`config.mk`:
```
export PLATFORM = sky130hd
export DESIGN_NAME = multiplier_seq
export DESIGN_NICKNAME = d
export VERILOG_FILES = /design/src/rtl/mul_pkg.sv /design/src/rtl/multiplier_seq.sv
export SDC_FILE = /design/constraint.sdc
export NUM_CORES = 1
export LEC_CHECK = 0
export BUFFER_PORTS_ARGS = -buffer_cell sky130_fd_sc_hd__buf_2
export CAP_MARGIN = 20
export CORE_ASPECT_RATIO = 0.5
export CORE_MARGIN = 2
export CORE_UTILIZATION = 36
export CTS_CLUSTER_DIAMETER = 120
export DETAILED_ROUTE_END_ITERATION = 10
export SYNTH_ARGS = -nofsm -noshare
export SYNTH_HDL_FRONTEND = slang
export SYNTH_SLANG_ARGS = --single-unit
```
`constraint.sdc`:
```
create_clock -name clk -period 4.55 [get_ports clk]
set_input_delay 0.91 -clock clk [delete_from_list [all_inputs] [get_ports clk]]
set_output_delay 0.91 -clock clk [all_outputs]
set_load 0.02 [all_outputs]
```
`src/rtl/mul_pkg.sv`:
```
// Shared types and helpers for the sequential signed multiplier.
// Contents: FSM state enum, widest supported operand width, magnitude and
//           two's-complement negation helpers sized for that widest case.
package mul_pkg;

   typedef enum logic [1:0] {IDLE, CALC, DONE} mul_state_t;

   // Helpers work at the widest legal operand width; callers sign-extend
   // in and slice out, so one function body serves every DATA_LEN.
   localparam int MAX_LEN = 64;

   // Magnitude of a signed value as unsigned; the most negative value maps
   // to 2^(MAX_LEN-1), which is still representable as unsigned.
   function automatic logic [MAX_LEN-1:0] abs_u(input logic signed [MAX_LEN-1:0] v);
      return v[MAX_LEN-1] ? (~v + MAX_LEN'(1)) : v;
   endfunction

   // Two's-complement negation of a double-width product.
   function automatic logic [2*MAX_LEN-1:0] neg2n(input logic [2*MAX_LEN-1:0] v);
      return ~v + (2*MAX_LEN)'(1);
   endfunction

endpackage

```
`src/rtl/multiplier_seq.sv`:
```
// Iterative signed multiplier: shift-add on operand magnitudes, one bit per
// cycle, sign applied to the full 2*DATA_LEN product on the last step.
// Ports: clk/reset (sync, active-low); in_valid/in_ready/a/b operand side;
//        out_valid/out_ready/product_lo/product_hi/overflow result side.
// Latency: out_valid after DATA_LEN+1 edges counting the accepting edge;
//          out_ready low holds the result; in_valid ignored while busy.
module multiplier_seq
   import mul_pkg::*;
#(
   parameter int DATA_LEN = 32
)
(
   input  logic                clk,
   input  logic                reset,
   input  logic                in_valid,
   output logic                in_ready,
   input  logic [DATA_LEN-1:0] a,
   input  logic [DATA_LEN-1:0] b,
   output logic                out_valid,
   input  logic                out_ready,
   output logic [DATA_LEN-1:0] product_lo,
   output logic [DATA_LEN-1:0] product_hi,
   output logic                overflow
);

   localparam int N  = DATA_LEN;
   localparam int CW = $clog2(DATA_LEN + 1);
   localparam int W2 = 2 * MAX_LEN;
   localparam logic [CW-1:0] LAST = CW'(DATA_LEN - 1);

   mul_state_t state, state_nxt;

   logic [N-1:0]   mcand;
   logic [N-1:0]   mplr;
   logic [2*N-1:0] acc;
   logic           sign;
   logic [CW-1:0]  cnt;

   logic signed [MAX_LEN-1:0] a_ext, b_ext;
   logic [MAX_LEN-1:0]        a_mag_w, b_mag_w;
   logic [N:0]                sum;
   logic [2*N-1:0]            acc_step;
   logic [W2-1:0]             neg_w;
   logic [2*N-1:0]            prod_fin;
   logic                      ovf_fin;

   // Datapath for one CALC step plus the final sign/overflow fix-up. The
   // step result is used directly on the last cycle so the product lands
   // in the output registers on the same edge that enters DONE.
   always_comb begin
      a_ext    = MAX_LEN'($signed(a));
      b_ext    = MAX_LEN'($signed(b));
      a_mag_w  = abs_u(a_ext);
      b_mag_w  = abs_u(b_ext);
      sum      = {1'b0, acc[2*N-1:N]} + (mplr[0] ? {1'b0, mcand} : {(N+1){1'b0}});
      // carry from the add becomes the new top bit after the right shift
      acc_step = {sum, acc[N-1:1]};
      neg_w    = neg2n(W2'(acc_step));
      prod_fin = sign ? neg_w[2*N-1:0] : acc_step;
      ovf_fin  = (prod_fin[2*N-1:N] != {N{prod_fin[N-1]}});
   end

   always_comb begin
      state_nxt = state;
      in_ready  = 1'b0;
      out_valid = 1'b0;
      case (state)
         IDLE: begin
            in_ready = 1'b1;
            if (in_valid) state_nxt = CALC;
         end
         CALC: begin
            if (cnt == LAST) state_nxt = DONE;
         end
         DONE: begin
            out_valid = 1'b1;
            // return to IDLE only; a new operand is taken on the next edge
            if (out_ready) state_nxt = IDLE;
         end
         default: state_nxt = IDLE;
      endcase
   end

   always_ff @(posedge clk) begin
      if (!reset) begin
         state      <= IDLE;
         mcand      <= '0;
         mplr       <= '0;
         acc        <= '0;
         sign       <= 1'b0;
         cnt        <= '0;
         product_lo <= '0;
         product_hi <= '0;
         overflow   <= 1'b0;
      end else begin
         state <= state_nxt;
         case (state)
            IDLE: begin
               if (in_valid) begin
                  mcand <= a_mag_w[N-1:0];
                  mplr  <= b_mag_w[N-1:0];
                  sign  <= a[N-1] ^ b[N-1];
                  acc   <= '0;
                  cnt   <= '0;
               end
            end
            CALC: begin
               acc  <= acc_step;
               mplr <= mplr >> 1;
               cnt  <= cnt + CW'(1);
               if (cnt == LAST) begin
                  product_lo <= prod_fin[N-1:0];
                  product_hi <= prod_fin[2*N-1:N];
                  overflow   <= ovf_fin;
               end
            end
            default: ;
         endcase
      end
   end

endmodule

```
==> metrics <==
minimum clock period 4350 ps; PwrDens 290.6 nW/um^2; H-tree depth 1; gr ovfl total 0; DRT Wirelength 35.33 mm; skew final 23.94 ps; post-layout util 44.38%; Seq/Total Area, Yosys 33.08%; Critical Path End Type flop; Final Hold Fails 0; status finished, final reports clean; P&R area growth vs syn 21.01%; DP Area 13,730 sq um; DR vias/cell 5.388; CTS Buf Count 21; Critical Path, Cell by Cell and2_1 -> ha_1 -> o211ai_1 -> o21ai_1 -> buf_4 -> xnor2_1 -> o211ai_1 -> or4_1 -> or3_4 -> or3_4 -> or4_1 -> o21ai_2 -> xnor2_2 -> nand3_1 -> o31ai_1 -> a31oi_1; CTS tree done; post-synthesis register bit count 201; leakage power 5.830 nW; port bufs 134; top post-synthesis cells by area dfxtp_1, a21oi_1, xor2_1, nor2_1, a211oi_1; max-cap violations 0; DRC violations left 0; row cnt 47; vias in the first global route 10,560; PnR Total Power 0.004277 W; core area 33,170 sq um; total die area 35,370 sq um; Root Buffer clkbuf_16; top_reg_cell synth dfxtp_1; nets@finish 1,823; Filler cells 3,448; drt first pass iters 5; antenna-violating nets left 0; critical path required time 4960 ps; clock sink count 201; Yosys Warn Count 0; pin count of the biggest net entering global routing 120; critical path's largest stage delay 520 ps; Worst VDD drop 0.1898 mV; Arr. time, crit path 4760 ps; clk buf depth 3; most frequent cells in the layout dfxtp_1, nor2_1, nand2_1; post-synth top area share 33.08%; CP startpoint kind flop; RePlAce Congestion 0.8927; Syn Area/Cell 7.743 sq um; placed wire-length estimate 25.28 mm; Die Wd 264.0 um; Worst-path clk slew 70 ps; share of post-route cells with drive strength above 1 19.27%; routed vias 11,740; Netlist cell types 66; commonest non-fill, non-tap cell in the layout dfxtp_1; Mapped Area 12,160 sq um; Slowest-stage cell, CP or4_1; Fmax 229.9 MHz; wire per inst 16.22 um; crit-path max FO 10; 1st-iter DRT viols 667; syn nets 1,676; Clock Latency Late Sink 530 ps; critical path class flop to flop; Tot GR Track Use 19.13%; num ports 135; fin crit share 95.61%; CP top delay family simple AND/OR/NAND/NOR gates; antenna violations before repair 6; slew margin rel. 38.01%; design area 14,720 sq um; Buf/Inv on CP 1; Final Max Tran Viols 0; number of synthesized flops with an enable pin 0; class of the worst hold path flop to flop; first-pass GRT wire length 56.25 mm; Initial Util 36.68%; slew of the pin with the lowest slew margin 929.8 ps; fraction of registers with async set/reset 0%; Post-Synthesis Cells 1,571; setup violators final 0; die height 134.0 um; area leader, netlist dfxtp_1
[stage by stage]
stage | instances | worst slack (ps) | hold slack [ps] | setup TNS, ps
final | 2178 | 199.6 | 447.8 | 0
after global routing | 2175 | -21.22 | 472.4 | -21.22
after floorplan | 1571 | 93.60 | 427.3 | 0
after detailed placement | 2130 | -79.28 | 440.9 | -148.6
after CTS | 2168 | 32.01 | 447.9 | 0
after global placement | 2130 | -2.594 | 436.7 | -2.594
[what timing repair did]
action | 4_1_cts | 5_1_grt
setup buffers | 0 | 5
pin swaps | 0 | 12
setup endpoints to repair | 2 | 5
cloned | 0 | 0
hold buffers | 0 | 0
resized for setup | 1 | 46
[cell usage after synthesis, types with 4 or more instances]
cell	count
xor2_1	74
a22oi_1	37
buf_1	10
and3_1	5
o21a_1	7
o211ai_1	14
o31ai_1	32
nor2_1	171
and2_1	38
inv_1	12
xnor2_1	67
a211oi_1	83
clkbuf_1	102
nor3b_1	4
o21ai_0	69
ha_1	36
a31oi_1	12
dfxtp_1	201
nor4_1	11
nor3_1	30
or2_2	8
nor2b_1	5
nand3b_1	5
nand3_1	70
nand2b_1	9
o211a_1	4
nand4_1	15
or3_1	19
o41ai_1	24
or4_1	24
mux2i_1	5
a21o_1	17
a221oi_1	7
a21oi_1	131
nand2_1	165
[worst reg2reg max path, cell delays in order, from the launching register on]
cell      delay (ps)
dfxtp_4          380
and2_1           160
ha_1             310
o211ai_1         290
o21ai_1          180
buf_4            170
xnor2_1          230
o211ai_1         160
or4_1            520
or3_4            430
or3_4            370
or4_1            430
o21ai_2          180
xnor2_2          140
nand3_1           90
o31ai_1           80
a31oi_1          110
[final cells by class]
cell class	count	area [sq um]	area share, %
Inverter	13	53.80	0.3655
Tap cell	441	551.8	3.748
Clock inverter	7	95.09	0.6460
Antenna cell	4	10.01	0.06800
Timing Repair Buffer	237	1476	10.03
Multi-Input combinational cell	1244	7871	53.47
Clock buffer	31	633.1	4.301
Sequential cell	201	4029	27.37
[report_power, final]
group | switching, W | leakage, nW | total (W) | internal (W)
clock network | 0.000750 | 0.358 | 0.00183 | 0.00108
registers | 0.0000332 | 1.63 | 0.00184 | 0.00181
logic | 0.000361 | 3.84 | 0.000604 | 0.000243
[flip-flops by register name, indices dropped and copies added, names as in the netlist]
signal	cells
acc	63
mcand	32
mplr	32
product_hi	32
product_lo	32
cnt	6
state	2
overflow	1
sign	1
[metal layers]
| layer | share of wire (%) | global-route usage, % | vias up |
|---|---|---|---|
| met1 | 51 | 28.06 | 5435 |
| met3 | 4.6 | 3.176 | 52 |
| li1 | - | - | 6041 |
| met5 | 0.076 | 0 | - |
| met2 | 43 | 29.28 | 203 |
| met4 | 1.8 | 4.198 | 4 |
[worst paths after layout]
check,start,to,slack [ps],cells after the start
min reg2reg,mcand[30]$_SDFFE_PN0P_,mcand[30]$_SDFFE_PN0P_,450,2
max reg2reg,mplr[0]$_SDFFE_PN0P_,overflow$_SDFFE_PN0P_,200,16
max,mplr[0]$_SDFFE_PN0P_,overflow$_SDFFE_PN0P_,200,16
min,mcand[30]$_SDFFE_PN0P_,mcand[30]$_SDFFE_PN0P_,450,2
[kinds of logic (layout without fill, tap and decap cells)]
family / count (synthesis) / count (layout) / synth area share (%)
and+or+nand+nor: 594 / 594 / 23.36
AOI/OAI and AO/OA: 467 / 467 / 25.23
DFF: 201 / 201 / 33.08
xor gates and xnor gates: 141 / 141 / 10.15
buffers and inverters: 126 / 288 / 3.898
adders and majority gates: 37 / 37 / 3.868
muxes: 5 / 5 / 0.4115
other: 0 / 4 / 0
Power figures use the tool's default switching activity.
